<file path="config.mk">
export PLATFORM = sky130hd
export DESIGN_NAME = dual_rail_stream_monitor
export DESIGN_NICKNAME = d
export VERILOG_FILES = /design/src/rtl/dual_rail_pkg.sv /design/src/rtl/dual_rail_stream_monitor_chan.sv /design/src/rtl/dual_rail_stream_monitor.sv
export SDC_FILE = /design/constraint.sdc
export NUM_CORES = 1
export LEC_CHECK = 0
export CORE_ASPECT_RATIO = 0.7
export CORE_MARGIN = 1
export CORE_UTILIZATION = 55
export DETAILED_ROUTE_END_ITERATION = 8
export PLACE_DENSITY_LB_ADDON = 0.15
export SKIP_CTS_REPAIR_TIMING = 1
export SYNTH_ARGS = -nofsm -noshare
export SYNTH_HDL_FRONTEND = slang
export SYNTH_SLANG_ARGS = --single-unit
</file>
<file path="constraint.sdc">
create_clock -name clk -period 2.9 [get_ports clk]
set_input_delay 0.725 -clock clk [delete_from_list [all_inputs] [get_ports clk]]
set_output_delay 0.725 -clock clk [all_outputs]
set_load 0.05 [all_outputs]
</file>
<file path="src/rtl/dual_rail_pkg.sv">
// Shared rail codes, four-phase handshake states and the word-completion helper
// used by every dual-rail monitor channel.
package dual_rail_pkg;

  localparam logic [1:0] DR_NULL    = 2'b00;
  localparam logic [1:0] DR_ZERO    = 2'b01;
  localparam logic [1:0] DR_ONE     = 2'b10;
  localparam logic [1:0] DR_ILLEGAL = 2'b11;

  localparam int unsigned DR_MAX_WIDTH = 64;

  typedef enum logic {
    IDLE_NULL,
    WAIT_NULL
  } fp_state_e;

  // Words narrower than DR_MAX_WIDTH are zero-padded; only the low 'width' bits are judged.
  function automatic logic is_complete(input logic [DR_MAX_WIDTH-1:0][1:0] word,
                                       input int unsigned width);
    logic ok;
    ok = 1'b1;
    for (int unsigned b = 0; b < DR_MAX_WIDTH; b++) begin
      if (b < width && (word[b] == DR_NULL || word[b] == DR_ILLEGAL)) ok = 1'b0;
    end
    return ok;
  endfunction

endpackage

</file>
<file path="src/rtl/dual_rail_stream_monitor_chan.sv">
// One monitored dual-rail link: rail synchroniser, FP/TP token decode, token FIFO,
// token counter and sticky flags. Stall timeout is built only with DR_MON_TIMEOUT_EN.
module dual_rail_chan_decoder
  import dual_rail_pkg::*;
#(
  parameter              ENC         = "FP",
  parameter int unsigned WIDTH       = 8,
  parameter int unsigned DEPTH       = 4,
  parameter int unsigned SYNC_STAGES = 2,
  parameter int unsigned TIMEOUT     = 1024
) (
  input  logic                  clk,
  input  logic                  rst_n,
  input  logic [WIDTH-1:0][1:0] in,
  input  logic                  clr_err,
  output logic                  out_valid,
  input  logic                  out_ready,
  output logic [WIDTH-1:0]      out_data,
  output logic [15:0]           tok_cnt,
  output logic                  err_illegal,
  output logic                  err_overflow,
  output logic                  err_timeout
);

  localparam bit          IsTp      = (ENC == "TP");
  localparam int unsigned AW        = $clog2(DEPTH);
  localparam int unsigned CW        = AW + 1;
  localparam logic [AW:0] FullCount = CW'(DEPTH);

  logic [SYNC_STAGES-1:0][WIDTH-1:0][1:0] sync_q;
  logic [WIDTH-1:0][1:0]                  s;
  logic [WIDTH-1:0][1:0]                  ref_q;
  logic [WIDTH-1:0][1:0]                  code;
  logic [DR_MAX_WIDTH-1:0][1:0]           codeWide;
  logic [WIDTH-1:0]                       decData;
  logic                                   anyIllegal;
  logic                                   anyActive;
  logic                                   complete;
  logic                                   push;
  logic                                   pop;
  logic                                   full;
  logic                                   doWrite;
  logic                                   overflow;
  fp_state_e                              state_q;
  logic [DEPTH-1:0][WIDTH-1:0]            mem_q;
  logic [AW-1:0]                          wrPtr_q;
  logic [AW-1:0]                          rdPtr_q;
  logic [AW:0]                            count_q;
  logic [AW:0]                            count_d;
  logic [15:0]                            tokCnt_q;
  logic                                   errIll_q;
  logic                                   errOvf_q;

  always_ff @(posedge clk or negedge rst_n) begin
    if (!rst_n) begin
      sync_q <= '0;
    end else begin
      sync_q[0] <= in;
      for (int i = 1; i < SYNC_STAGES; i++) sync_q[i] <= sync_q[i-1];
    end
  end

  assign s = sync_q[SYNC_STAGES-1];

  // In TP the per-bit code is the change since the last accepted word, so both
  // encodings share one completion/illegal decode.
  always_comb begin
    code       = '0;
    decData    = '0;
    anyIllegal = 1'b0;
    anyActive  = 1'b0;
    for (int b = 0; b < WIDTH; b++) begin
      code[b]    = IsTp ? (s[b] ^ ref_q[b]) : s[b];
      decData[b] = code[b][1];
      if (code[b] == DR_ILLEGAL) anyIllegal = 1'b1;
      if (code[b] != DR_NULL)    anyActive  = 1'b1;
    end
    codeWide            = '0;
    codeWide[WIDTH-1:0] = code;
    complete            = is_complete(codeWide, WIDTH);
  end

  assign push      = complete && (IsTp || state_q == IDLE_NULL);
  assign full      = (count_q == FullCount);
  assign out_valid = (count_q != '0);
  assign pop       = out_valid && out_ready;
  assign doWrite   = push && (!full || pop);
  assign overflow  = push && full && !pop;
  assign count_d   = count_q + CW'(doWrite) - CW'(pop);

  always_ff @(posedge clk or negedge rst_n) begin
    if (!rst_n) begin
      state_q <= IDLE_NULL;
      ref_q   <= '0;
    end else if (IsTp) begin
      if (push) ref_q <= s;
    end else begin
      case (state_q)
        IDLE_NULL: if (push) state_q <= WAIT_NULL;
        WAIT_NULL: if (!anyActive) state_q <= IDLE_NULL;
        default:   state_q <= IDLE_NULL;
      endcase
    end
  end

  always_ff @(posedge clk or negedge rst_n) begin
    if (!rst_n) begin
      mem_q   <= '0;
      wrPtr_q <= '0;
      rdPtr_q <= '0;
      count_q <= '0;
    end else begin
      if (doWrite) begin
        mem_q[wrPtr_q] <= decData;
        wrPtr_q        <= wrPtr_q + AW'(1);
      end
      if (pop) rdPtr_q <= rdPtr_q + AW'(1);
      count_q <= count_d;
    end
  end

  assign out_data = out_valid ? mem_q[rdPtr_q] : '0;

  // A fresh error in the clearing cycle must survive, so set dominates clear.
  always_ff @(posedge clk or negedge rst_n) begin
    if (!rst_n) begin
      tokCnt_q <= '0;
      errIll_q <= 1'b0;
      errOvf_q <= 1'b0;
    end else begin
      if (push) tokCnt_q <= tokCnt_q + 16'd1;
      errIll_q <= (errIll_q & ~clr_err) | anyIllegal;
      errOvf_q <= (errOvf_q & ~clr_err) | overflow;
    end
  end

  assign tok_cnt      = tokCnt_q;
  assign err_illegal  = errIll_q;
  assign err_overflow = errOvf_q;

`ifdef DR_MON_TIMEOUT_EN
  localparam int unsigned   TW         = $clog2(TIMEOUT + 1);
  localparam logic [TW-1:0] TimeoutMax = TW'(TIMEOUT);

  logic [TW-1:0] stallCnt_q;
  logic [TW-1:0] stallCnt_d;
  logic          stall;
  logic          errTo_q;

  always_comb begin
    stall      = anyActive && !complete;
    stallCnt_d = stallCnt_q;
    if (!stall) begin
      stallCnt_d = '0;
    end else if (stallCnt_q != TimeoutMax) begin
      stallCnt_d = stallCnt_q + TW'(1);
    end
  end

  always_ff @(posedge clk or negedge rst_n) begin
    if (!rst_n) begin
      stallCnt_q <= '0;
      errTo_q    <= 1'b0;
    end else begin
      stallCnt_q <= stallCnt_d;
      errTo_q    <= (errTo_q & ~clr_err) | (stall && stallCnt_d == TimeoutMax);
    end
  end

  assign err_timeout = errTo_q;
`else
  // TIMEOUT only matters once the stall counter exists.
  assign err_timeout = (TIMEOUT == 0) ? 1'b0 : 1'b0;
`endif

endmodule

</file>
<file path="src/rtl/dual_rail_stream_monitor.sv">
// Multi-channel dual-rail link monitor: one independent decoder per channel, shared
// clr_err. Optional stall timeout is enabled with the DR_MON_TIMEOUT_EN macro.
module dual_rail_stream_monitor #(
  parameter              ENC         = "FP",
  parameter int unsigned WIDTH       = 8,
  parameter int unsigned CHANNELS    = 2,
  parameter int unsigned DEPTH       = 4,
  parameter int unsigned SYNC_STAGES = 2,
  parameter int unsigned TIMEOUT     = 1024
) (
  input  logic                                clk,
  input  logic                                rst_n,
  input  logic [CHANNELS-1:0][WIDTH-1:0][1:0] in,
  output logic [CHANNELS-1:0]                 out_valid,
  input  logic [CHANNELS-1:0]                 out_ready,
  output logic [CHANNELS-1:0][WIDTH-1:0]      out_data,
  output logic [CHANNELS-1:0][15:0]           tok_cnt,
  output logic [CHANNELS-1:0]                 err_illegal,
  output logic [CHANNELS-1:0]                 err_overflow,
  output logic [CHANNELS-1:0]                 err_timeout,
  input  logic                                clr_err
);

  for (genvar ch = 0; ch < CHANNELS; ch++) begin : gChan
    dual_rail_chan_decoder #(
      .ENC         (ENC),
      .WIDTH       (WIDTH),
      .DEPTH       (DEPTH),
      .SYNC_STAGES (SYNC_STAGES),
      .TIMEOUT     (TIMEOUT)
    ) uDecoder (
      .clk          (clk),
      .rst_n        (rst_n),
      .in           (in[ch]),
      .clr_err      (clr_err),
      .out_valid    (out_valid[ch]),
      .out_ready    (out_ready[ch]),
      .out_data     (out_data[ch]),
      .tok_cnt      (tok_cnt[ch]),
      .err_illegal  (err_illegal[ch]),
      .err_overflow (err_overflow[ch]),
      .err_timeout  (err_timeout[ch])
    );
  end

endmodule

</file>
==> results.md <==
Floorplan:
- The placeable core area is 0.0133 mm^2.
- The initial core utilization is 0.570.
- During I/O placement, the number of pins put on the boundary was 93.
- The die covers 0.0142 mm^2.
- The die extent in x is 142 um.
- The die is 100 um tall.
- After floorplanning, the core was divided into 35 placement rows.

Logic synthesis:
- Of the total synthesized cell area, the portion taken by XOR and XNOR cells is 0.0463.
- For this run, the register share of the synthesized area comes to 0.595.
- Counting distinct cell types in the post-synthesis netlist gives 32.
- The cell area after synthesis is approximately 0.0076 mm^2.
- A synthesized cell averages 14.2 um^2.
- The number of warnings printed during yosys synthesis is 0.
- Of the total synthesized cell area, the portion taken by AND, OR, NAND and NOR gates is 0.0904.
- By area, the combinational part of the netlist is dominated by multiplexers.
- The synthesized design spends more area on one cell type than any other, namely dfrtp_1.
- By area the synthesized netlist is led by dfrtp_1 (60%), mux2_2 (9.1%), ha_1 (7.6%).
- After synthesis, the share of cell area in mux cells is 0.146.
- Of the total synthesized cell area, the portion taken by full adders, half adders and majority gates is 0.0813.
- In the synthesized netlist, the number of instances is 533.
- The post-synthesis compound-gate area fraction came to 0.00430.
- Synthesis inferred 180 register bits.
- The share of synthesized area in the top cell type comes to 0.595.

Cells and area:
- The number of filler instances in the final layout is 942.
- The most common library cell in the layout ignoring fill and taps is dfrtp_1.
- The count of antenna diodes in the layout is 0.
- For this run, the post-layout net count is 729.
- The fraction of layout cells with a size suffix above 1 is 0.239.
- In the layout the commonest cells are dfrtp_1 (180), clkdlybuf4s50_1 (72), mux2_2 (61), inv_1 (48), ha_1 (46).
- Relative to the synthesized area, the layout overhead comes to 22.9%.

Drt:
- In the final routed layout, each cell accounts on average for 17.3 um.
- Dividing the detail-routed via count by the number of cells gives 5.18.
- The count of nets left with antenna violations once routing finished came out at 0.
- The final routed wirelength across all metal layers is 14,600 um.
- The number of remaining DRC errors is 0.
- Before antenna repair, the detailed router went through 4 iterations.
- The iteration-0 DRC count of the detailed router is 211.
- The routed layout has 4,363 vias.

Clock tree:
- The clock latency on the worst-skew pair is 430 ps.
- The number of clock sinks is between 150 and 200.
- The TritonCTS buffer count is 17.
- The number of levels in the clock H-tree is 4.
- The root buffer cell chosen for the clock tree is clkbuf_16.
- TritonCTS built the clock tree.
- No sink is reached through more buffers than the 2 on the longest clock path.
- Clock-pin slew was measured on the worst setup and hold paths at 80 ps.

STA:
- Across the routed clock network, the largest skew measured is 16.4 ps.
- Setup violations remaining at the end of the flow were counted as 0.
- In the final timing run, aggregate negative setup slack is 0 ps.
- The worst slew margin relative to its limit is 0.621.
- For the pin with the worst max-slew slack, the measured transition is ~570 ps.
- The number of pins exceeding their max-slew limit in the final report is 0.
- Setup repair after global routing left no endpoint under its margin.
- Based on the critical path, the design can be clocked at up to 358 MHz.
- Of the available clock period, the critical path in the final layout requires 0.964.
- The minimum clock period after layout is 2800 ps.
- The final number of hold-violating endpoints is 0.

Power:
- Across the VDD grid, the largest voltage drop is 0.476 mV.
- After layout, the design draws a total of 6.15 mW.
- The leakage dissipation is 4.47 nW.
- The power density over the cells is between 600 and 700 mW/mm^2.

Worst setup path:
- STA puts the critical path data arrival time at 3130 ps.
- The slowest cell on the critical path is or4b_2.
- The critical path data required time is 3240 ps.
- Traced cell by cell, the critical path runs through clkdlybuf4s50_1 > or4b_2 > nand3_1 > ha_1 > inv_1 > ha_1 > inv_1 > fa_1 > xnor2_1 > xnor2_1.
- The delay of the slowest critical-path stage is 640 ps.
- STA classifies the critical path endpoint as a flip-flop.
- The register-to-register setup slack is 210 ps.
- The type of origin of the critical path is a primary input.
- The endpoint of the lowest-slack register-to-register path is gChan[0].uDecoder.count_q[2].
- The worst register-to-register path begins at gChan[0].uDecoder.code[15].
- Measured in cells, the most critical reg-to-reg path has a length of 12.
- The start-to-end type of the worst setup path is primary input to flip-flop.
- Of all nets on the critical path, the largest fanout is 2.

Outcome:
- The flow ran to the end, and the final reports show no timing, DRC or antenna violations.

Place:
- The count of input and output buffers is 90.
- The HPWL after detailed placement is between 10,000 and 15,000 um.
- At the end of routability-driven placement, the weighted congestion stood at 0.795.

Global routing:
- The global-route usage over all layers is 0.229.
- The number of global-route vias before repair is 4,726.
- The total congestion overflow after global routing is 0.
- Entering global routing, the biggest net connects 64 pins.
- The first global-routing pass estimated 24,200 um of wire.
- The initial antenna violation count was 0.

Min path:
- The type of the worst min-delay path is primary input to asynchronous set/reset pin.

Run:
- The tool flagged a number of max-cap violations equal to 0.
==> cells by family (layout without fill, tap and decap cells) <==
| logic type | after synthesis | after routing |
|---|---|---|
| flops | 180 | 180 |
| simple gates | 112 | 112 |
| buf+inv | 64 | 187 |
| other cells | 1 | 2 |
| xor+xnor | 40 | 40 |
| compound gates | 6 | 6 |
| mux | 82 | 82 |
| fa+ha+maj | 48 | 48 |
==> how the worst max path moves through the flow <==
stage / from / endpoint / slack [ps]
after CTS: gChan[0].uDecoder.count_q[1] / out_valid[0] / 40
after detailed placement: out_ready[0] / gChan[0].uDecoder.count_q[2] / -330
after global routing: gChan[0].uDecoder.code[1] / gChan[0].uDecoder.count_q[2] / 2
final: out_ready[0] / gChan[0].uDecoder.count_q[2] / 100
after floorplan: out_ready[0] / gChan[0].uDecoder.count_q[2] / 210
after global placement: out_ready[0] / gChan[0].uDecoder.count_q[2] / -200
==> flip-flops by register name, summed over array words and instances (netlist names) <==
signal,cells
gChan.uDecoder.err_overflow,2
gChan.uDecoder.sync_q,32
gChan.uDecoder.tok_cnt,32
gChan.uDecoder.mem_q,64
gChan.uDecoder.wrPtr_q,4
gChan.uDecoder.code,32
gChan.uDecoder.count_q,6
gChan.uDecoder.rdPtr_q,4
gChan.uDecoder.err_illegal,2
gChan.uDecoder.state_q,2
==> layout make-up <==
cell class | count | area [um^2] | area share
Timing Repair Buffer | 107 | 1020 | 0.109
Clock inverter | 12 | 120 | 0.0129
Multi-Input combinational cell | 290 | 2790 | 0.300
Inverter | 48 | 180 | 0.0194
Sequential cell | 180 | 4500 | 0.484
Clock buffer | 20 | 457 | 0.0491
Tap cell | 185 | 231 | 0.0249
==> worst max-delay path, delay by kind of cell <==
kind / cells / cell delay [ps]
and+or+nand+nor: 2 / 770
buffers and inverters: 3 / 520
adders and majority gates: 3 / 760
xor gates and xnor gates: 2 / 360
==> cell usage after synthesis (all sizes together) <==
master and n:
nand4 16, nor4b 2, or3 2, fa 2, nand2b 2, nor3 4
or4b 2, nor2 4, o21ai 4, nand4b 2, inv 48, ha 46
and2 20, conb 1, nand3 17, xor2 6, mux2 66, nor4 7
and3 4, xnor2 34, mux4 16, o22ai 2, buf 11, dfrtp 180
clkbuf 5, nand2 30
==> per-layer routing <==
| layer | global-route usage | wire length [um] | vias to the layer above |
|---|---|---|---|
| met5 | 0 | 0 | - |
| met4 | 0.0711 | 165 | 0 |
| met2 | 0.342 | 6600 | 84 |
| li1 | - | - | 2019 |
| met1 | 0.323 | 6960 | 2247 |
| met3 | 0.0706 | 836 | 13 |
==> stage by stage <==
| stage | cells | hold WS (ps) | utilization | area [um^2] | setup WS [ps] |
|---|---|---|---|---|---|
| after floorplan | 534 | 331 | - | 7570 | 214 |
| after global placement | 810 | 332 | 0.658 | 8720 | -203 |
| after detailed placement | 810 | 336 | 0.658 | 8720 | -327 |
| after CTS | 842 | 288 | 0.701 | 9300 | 41.8 |
| after global routing | 842 | 310 | 0.701 | 9300 | 1.71 |
| final | 842 | 271 | 0.701 | 9300 | 105 |
==> report_power, final <==
| group | internal (mW) | leakage (nW) | switching, mW |
|---|---|---|---|
| registers | 2.70 | 2.32 | 0.223 |
| logic | 0.476 | 1.87 | 0.503 |
| clock network | 1.25 | 0.278 | 0.999 |
| total | 4.42 | 4.47 | 1.72 |
No activity file was read; power rests on OpenSTA's default activity.
==> RTL change 1: new RTL, config.mk and constraints unchanged <==
`SYNC_STAGES` is set to 2 in 2 places; all go to 1.
--- a/src/rtl/dual_rail_stream_monitor_chan.sv
+++ b/src/rtl/dual_rail_stream_monitor_chan.sv
@@ -6,7 +6,7 @@
   parameter              ENC         = "FP",
   parameter int unsigned WIDTH       = 8,
   parameter int unsigned DEPTH       = 4,
-  parameter int unsigned SYNC_STAGES = 2,
+  parameter int unsigned SYNC_STAGES = 1,
   parameter int unsigned TIMEOUT     = 1024
 ) (
   input  logic                  clk,
--- a/src/rtl/dual_rail_stream_monitor.sv
+++ b/src/rtl/dual_rail_stream_monitor.sv
@@ -5,7 +5,7 @@
   parameter int unsigned WIDTH       = 8,
   parameter int unsigned CHANNELS    = 2,
   parameter int unsigned DEPTH       = 4,
-  parameter int unsigned SYNC_STAGES = 2,
+  parameter int unsigned SYNC_STAGES = 1,
   parameter int unsigned TIMEOUT     = 1024
 ) (
   input  logic                                clk,
Behaviour: not the same (a bounded check fails within 4 cycles, from zero or initial values and one cycle with rst_n low).
==> RTL change 1 against the original RTL <==
- area after synthesis fell by 11%
- register-to-register slack lost 100 ps
- critical path depth is the same
- fmax shrank 0.17%
- sequential cell count down 32
- final area is 7.4% lower
- count of clock-buffer cells in the layout up 2
- setup slack lost 4.6 ps
- clock skew shrank 10 ps
- via count down 4.7%
- wire length fell by 4.6%
- clock power is 4% higher
- die area down 10%
- total power decreased by 5.7%
- critical endpoint is now gChan[1].uDecoder.count_q[2]
- largest cell class unchanged
- largest power group unchanged
- highest routed layer unchanged
==> RTL change 1: results (changes against the original RTL) <==
STA
----------------------------------------------------------------------------------------------------
Clock period minus worst slack ........................................................      2800 ps   +4.642 ps

PLACEMENT
----------------------------------------------------------------------------------------------------
Worst slack at placement ..............................................................    -369.0 ps   -41.68 ps
Total instance count after detailed placement .........................................          759   -6.3%
Global placement routability congestion ...............................................       0.7996   +0.54%
HPWL after DPL ........................................................................      9836 um   -2.6%
Placed Area ...........................................................................    7970 um^2   -8.6%

LOGIC SYNTHESIS
----------------------------------------------------------------------------------------------------
Post-Synthesis Cells ..................................................................          498   -6.6%
Sequential share of the synthesized area ..............................................       0.5469   -0.04831
Cell types occupying the most area after synthesis .................................... sky130_fd_sc_hd__dfrtp_1 (55%), sky130_fd_sc_hd__mux2_2 (10%), sky130_fd_sc_hd__ha_1 (8.5%)
Adder-Cell Fraction of Synth Area .....................................................      0.09091   +0.009560
Xor-xnor portion of the synthesized cell area .........................................      0.05174   +0.005441

GLOBAL ROUTE
----------------------------------------------------------------------------------------------------
Global-route wire length before repair ................................................     22600 um   -6.6%
Via count of the first global-routing pass ............................................         4413   -6.6%
Maximum number of pins on one net before global-route repair ..........................           69   +7.8%
Total global routing track utilization ................................................       0.2427   +0.01402

CTS
----------------------------------------------------------------------------------------------------
Clock-pin slew reported for the worst setup and hold paths after clock tree synthesis .        60 ps   -20 ps

CRITICAL PATH
----------------------------------------------------------------------------------------------------
Launch point of the worst reg-to-reg path ............................................. gChan[1].uDecoder.code[7]
Critical Path End ..................................................................... gChan[1].uDecoder.count_q[2]
Worst stage delay on the critical path ................................................       590 ps   -50 ps

LAYOUT
----------------------------------------------------------------------------------------------------
Final Instance Count excl. Fillers ....................................................          791   -6.1%
Final-stage net count .................................................................          706   -3.2%
Ratio of cells with drive above 1 in the final layout .................................       0.2713   +0.03233

POWER AND IR DROP
----------------------------------------------------------------------------------------------------
Peak supply drop ......................................................................     442.4 uV   -7.1%
Leakage dissipation ...................................................................     4.199 nW   -6.1%

RUN STATUS
----------------------------------------------------------------------------------------------------
Status ................................................................................ finished clean

DRT
----------------------------------------------------------------------------------------------------
Number of violations reported at the end of detailed-routing iteration 0 ..............          192   -9.0%
Via count .............................................................................         4159   -4.7%

==> RTL change 1: cell types whose count changed in the layout (fill, tap and decap cells not counted), sizes merged, moves of 2 or more <==
cell	before	now
and2	20	18
and4	0	2
buf	34	46
bufinv	1	4
clkbuf	20	22
dfrtp	180	148
inv	52	45
nand3	17	15
or3	2	4
==> RTL change 1: worst reg2reg max path: stages (launching register included) <==
cell and delay, ps:
sky130_fd_sc_hd__dfrtp_1 420, sky130_fd_sc_hd__inv_1 80, sky130_fd_sc_hd__ha_1 290, sky130_fd_sc_hd__nand3_2 90
sky130_fd_sc_hd__or4b_2 620, sky130_fd_sc_hd__ha_1 300, sky130_fd_sc_hd__inv_1 50, sky130_fd_sc_hd__ha_1 130
sky130_fd_sc_hd__inv_1 60, sky130_fd_sc_hd__fa_2 370, sky130_fd_sc_hd__xnor2_2 140, sky130_fd_sc_hd__xnor2_1 120
==> RTL change 1: layer usage <==
metal  share of wire  vias up  track usage
li1                -     1944            -
met1            0.49     2079       0.3446
met2            0.43      119       0.3535
met3           0.072       17      0.07407
met4           0.012        0      0.08708
met5               0        -            0
==> RTL change 1: area by class of cell <==
| type | count | area (um^2) |
|---|---|---|
| clock buffer | 22 | 474.2 |
| clock inverter | 10 | 152.6 |
| sequential | 148 | 3704 |
| tap | 157 | 196.4 |
| inverter | 45 | 168.9 |
| timing repair buffer | 119 | 1092 |
| fill | 778 | 3238 |
| multi-input combinational | 290 | 2824 |
==> RTL change 1: report_power, final <==
group	switching (mW)	total [mW]	leakage [nW]	internal, mW
registers	0.209	2.45	1.95	2.24
logic	0.527	1.03	1.94	0.507
clock network	0.815	2.32	0.310	1.50
==> RTL change 2: new RTL, same flow settings <==
Made on the original files. Put a register stage on the output `tok_cnt`. The value now appears one clock later. The other outputs are not delayed to match.
--- a/src/rtl/dual_rail_stream_monitor.sv
+++ b/src/rtl/dual_rail_stream_monitor.sv
@@ -21,6 +21,8 @@
   input  logic                                clr_err
 );
 
+  logic [CHANNELS-1:0][15:0] tok_cnt_d;
+
   for (genvar ch = 0; ch < CHANNELS; ch++) begin : gChan
     dual_rail_chan_decoder #(
       .ENC         (ENC),
@@ -36,12 +38,16 @@
       .out_valid    (out_valid[ch]),
       .out_ready    (out_ready[ch]),
       .out_data     (out_data[ch]),
-      .tok_cnt      (tok_cnt[ch]),
+      .tok_cnt      (tok_cnt_d[ch]),
       .err_illegal  (err_illegal[ch]),
       .err_overflow (err_overflow[ch]),
       .err_timeout  (err_timeout[ch])
     );
   end
 
+  always_ff @(posedge clk) begin
+      tok_cnt <= tok_cnt_d;
+  end
+
 endmodule
 
Formal check against the unedited RTL: not equivalent (a bounded check fails within 4 cycles, from zero or initial values and one cycle with rst_n low).
==> RTL change 2 against the original RTL <==
- area after synthesis grew 9.0%
- critical path type is now reg2out
- setup slack lost 35 ps
- final area grew 8.8%
- hold slack lost 97 ps
- clock skew grew 8.9 ps
- sequential cell count grew 32
- final cell count grew 5.5%
- total power grew 15%
- critical endpoint is now out_valid[0]
- critical path depth shrank 8
- wire length grew 5.3%
==> RTL change 2: results (changes against the original RTL) <==
GLOBAL ROUTE
---------------------------------------------------------------------------------------
Maximum number of pins on one net before global-route repair .............           56   -13%

LOGIC SYNTHESIS
---------------------------------------------------------------------------------------
Area fraction in compound gates after synthesis ..........................     0.003943   -0.0003560
Library cells used by synthesis ..........................................           35   +9.4%
Post-Synthesis Cells .....................................................          566   +6.2%
Portion of netlist area occupied by mux cells ............................       0.1338   -0.01208
Cell types with the highest counts after synthesis ....................... sky130_fd_sc_hd__dfrtp_1 (180), sky130_fd_sc_hd__mux2_2 (63), sky130_fd_sc_hd__inv_1 (50)

POWER AND IR DROP
---------------------------------------------------------------------------------------
Peak supply drop .........................................................     460.3 uV   -3.4%
Power dissipated by switching net loads ..................................     1.845 mW   +7.0%
Ratio of total power to cell area ........................................ 696.7 nW/um^2   +5.4%

DRT
---------------------------------------------------------------------------------------
Total Wirelength .........................................................     15330 um   +5.3%
Number of violations reported at the end of detailed-routing iteration 0 .          202   -4.3%

CRITICAL PATH
---------------------------------------------------------------------------------------
Launching instance or port of the critical path .......................... gChan[0].uDecoder.count_q[0]
Kind of cell adding the most delay to the critical path .................. buffers and inverters
Worst stage delay on the critical path ...................................       740 ps   +100 ps
Maximum fanout along the worst path ......................................            3   +1

LAYOUT
---------------------------------------------------------------------------------------
Footprint of the flip-flops and latches ..................................    5149 um^2   +14%
Number of ordinary inverters in the final layout .........................           50   +4.2%
Clock-cell share of area .................................................      0.06628   +0.004283
Multi-input logic portion of the cell area ...............................       0.2807   -0.01960
Final-stage net count ....................................................          766   +5.1%
Ratio of cells with drive above 1 in the final layout ....................       0.2453   +0.006345
Clock buf count ..........................................................           25   +25%

CTS
---------------------------------------------------------------------------------------
Clock buffer count from CTS ..............................................           20   +3

RUN STATUS
---------------------------------------------------------------------------------------
Status ................................................................... finished clean

PLACEMENT
---------------------------------------------------------------------------------------
HPWL after DPL ...........................................................     10480 um   +3.8%
Global placement routability congestion ..................................       0.8100   +1.8%

STA
---------------------------------------------------------------------------------------
Relative slew margins ....................................................       0.5517   -0.06916

==> RTL change 2: per-stage QoR <==
step                instance area, um^2  worst slack, ps  hold WS, ps  TNS, ps
floorplan                          8254            96.63        331.2        0
global placement                   9427           -391.6        331.2   -787.0
detailed placement                 9427           -519.7        334.7    -1134
CTS                               10100           -6.998        171.9   -9.019
global route                      10120           -29.21        190.8   -29.21
finish                            10120            70.26        174.4        0
==> RTL change 2: layer usage <==
metal  wire length, um  up-vias  track usage
li1                  -     2127            -
met1              7332     2332       0.3071
met2              7039       79       0.3270
met3               748       17      0.05439
met4               206        0      0.05155
met5                 0        -            0
==> RTL change 2: worst paths after layout <==
kind | end | slack, ps
min in group clk | gChan[0].uDecoder.code[2] | 350
setup / recovery | out_valid[0] | 70
hold / removal | gChan[1].uDecoder.mem_q[30] | 170
setup reg to reg | gChan[0].uDecoder.count_q[2] | 100
hold reg to reg | gChan[0].uDecoder.code[2] | 350
max in group asynchronous | gChan[0].uDecoder.code[15] | 2010
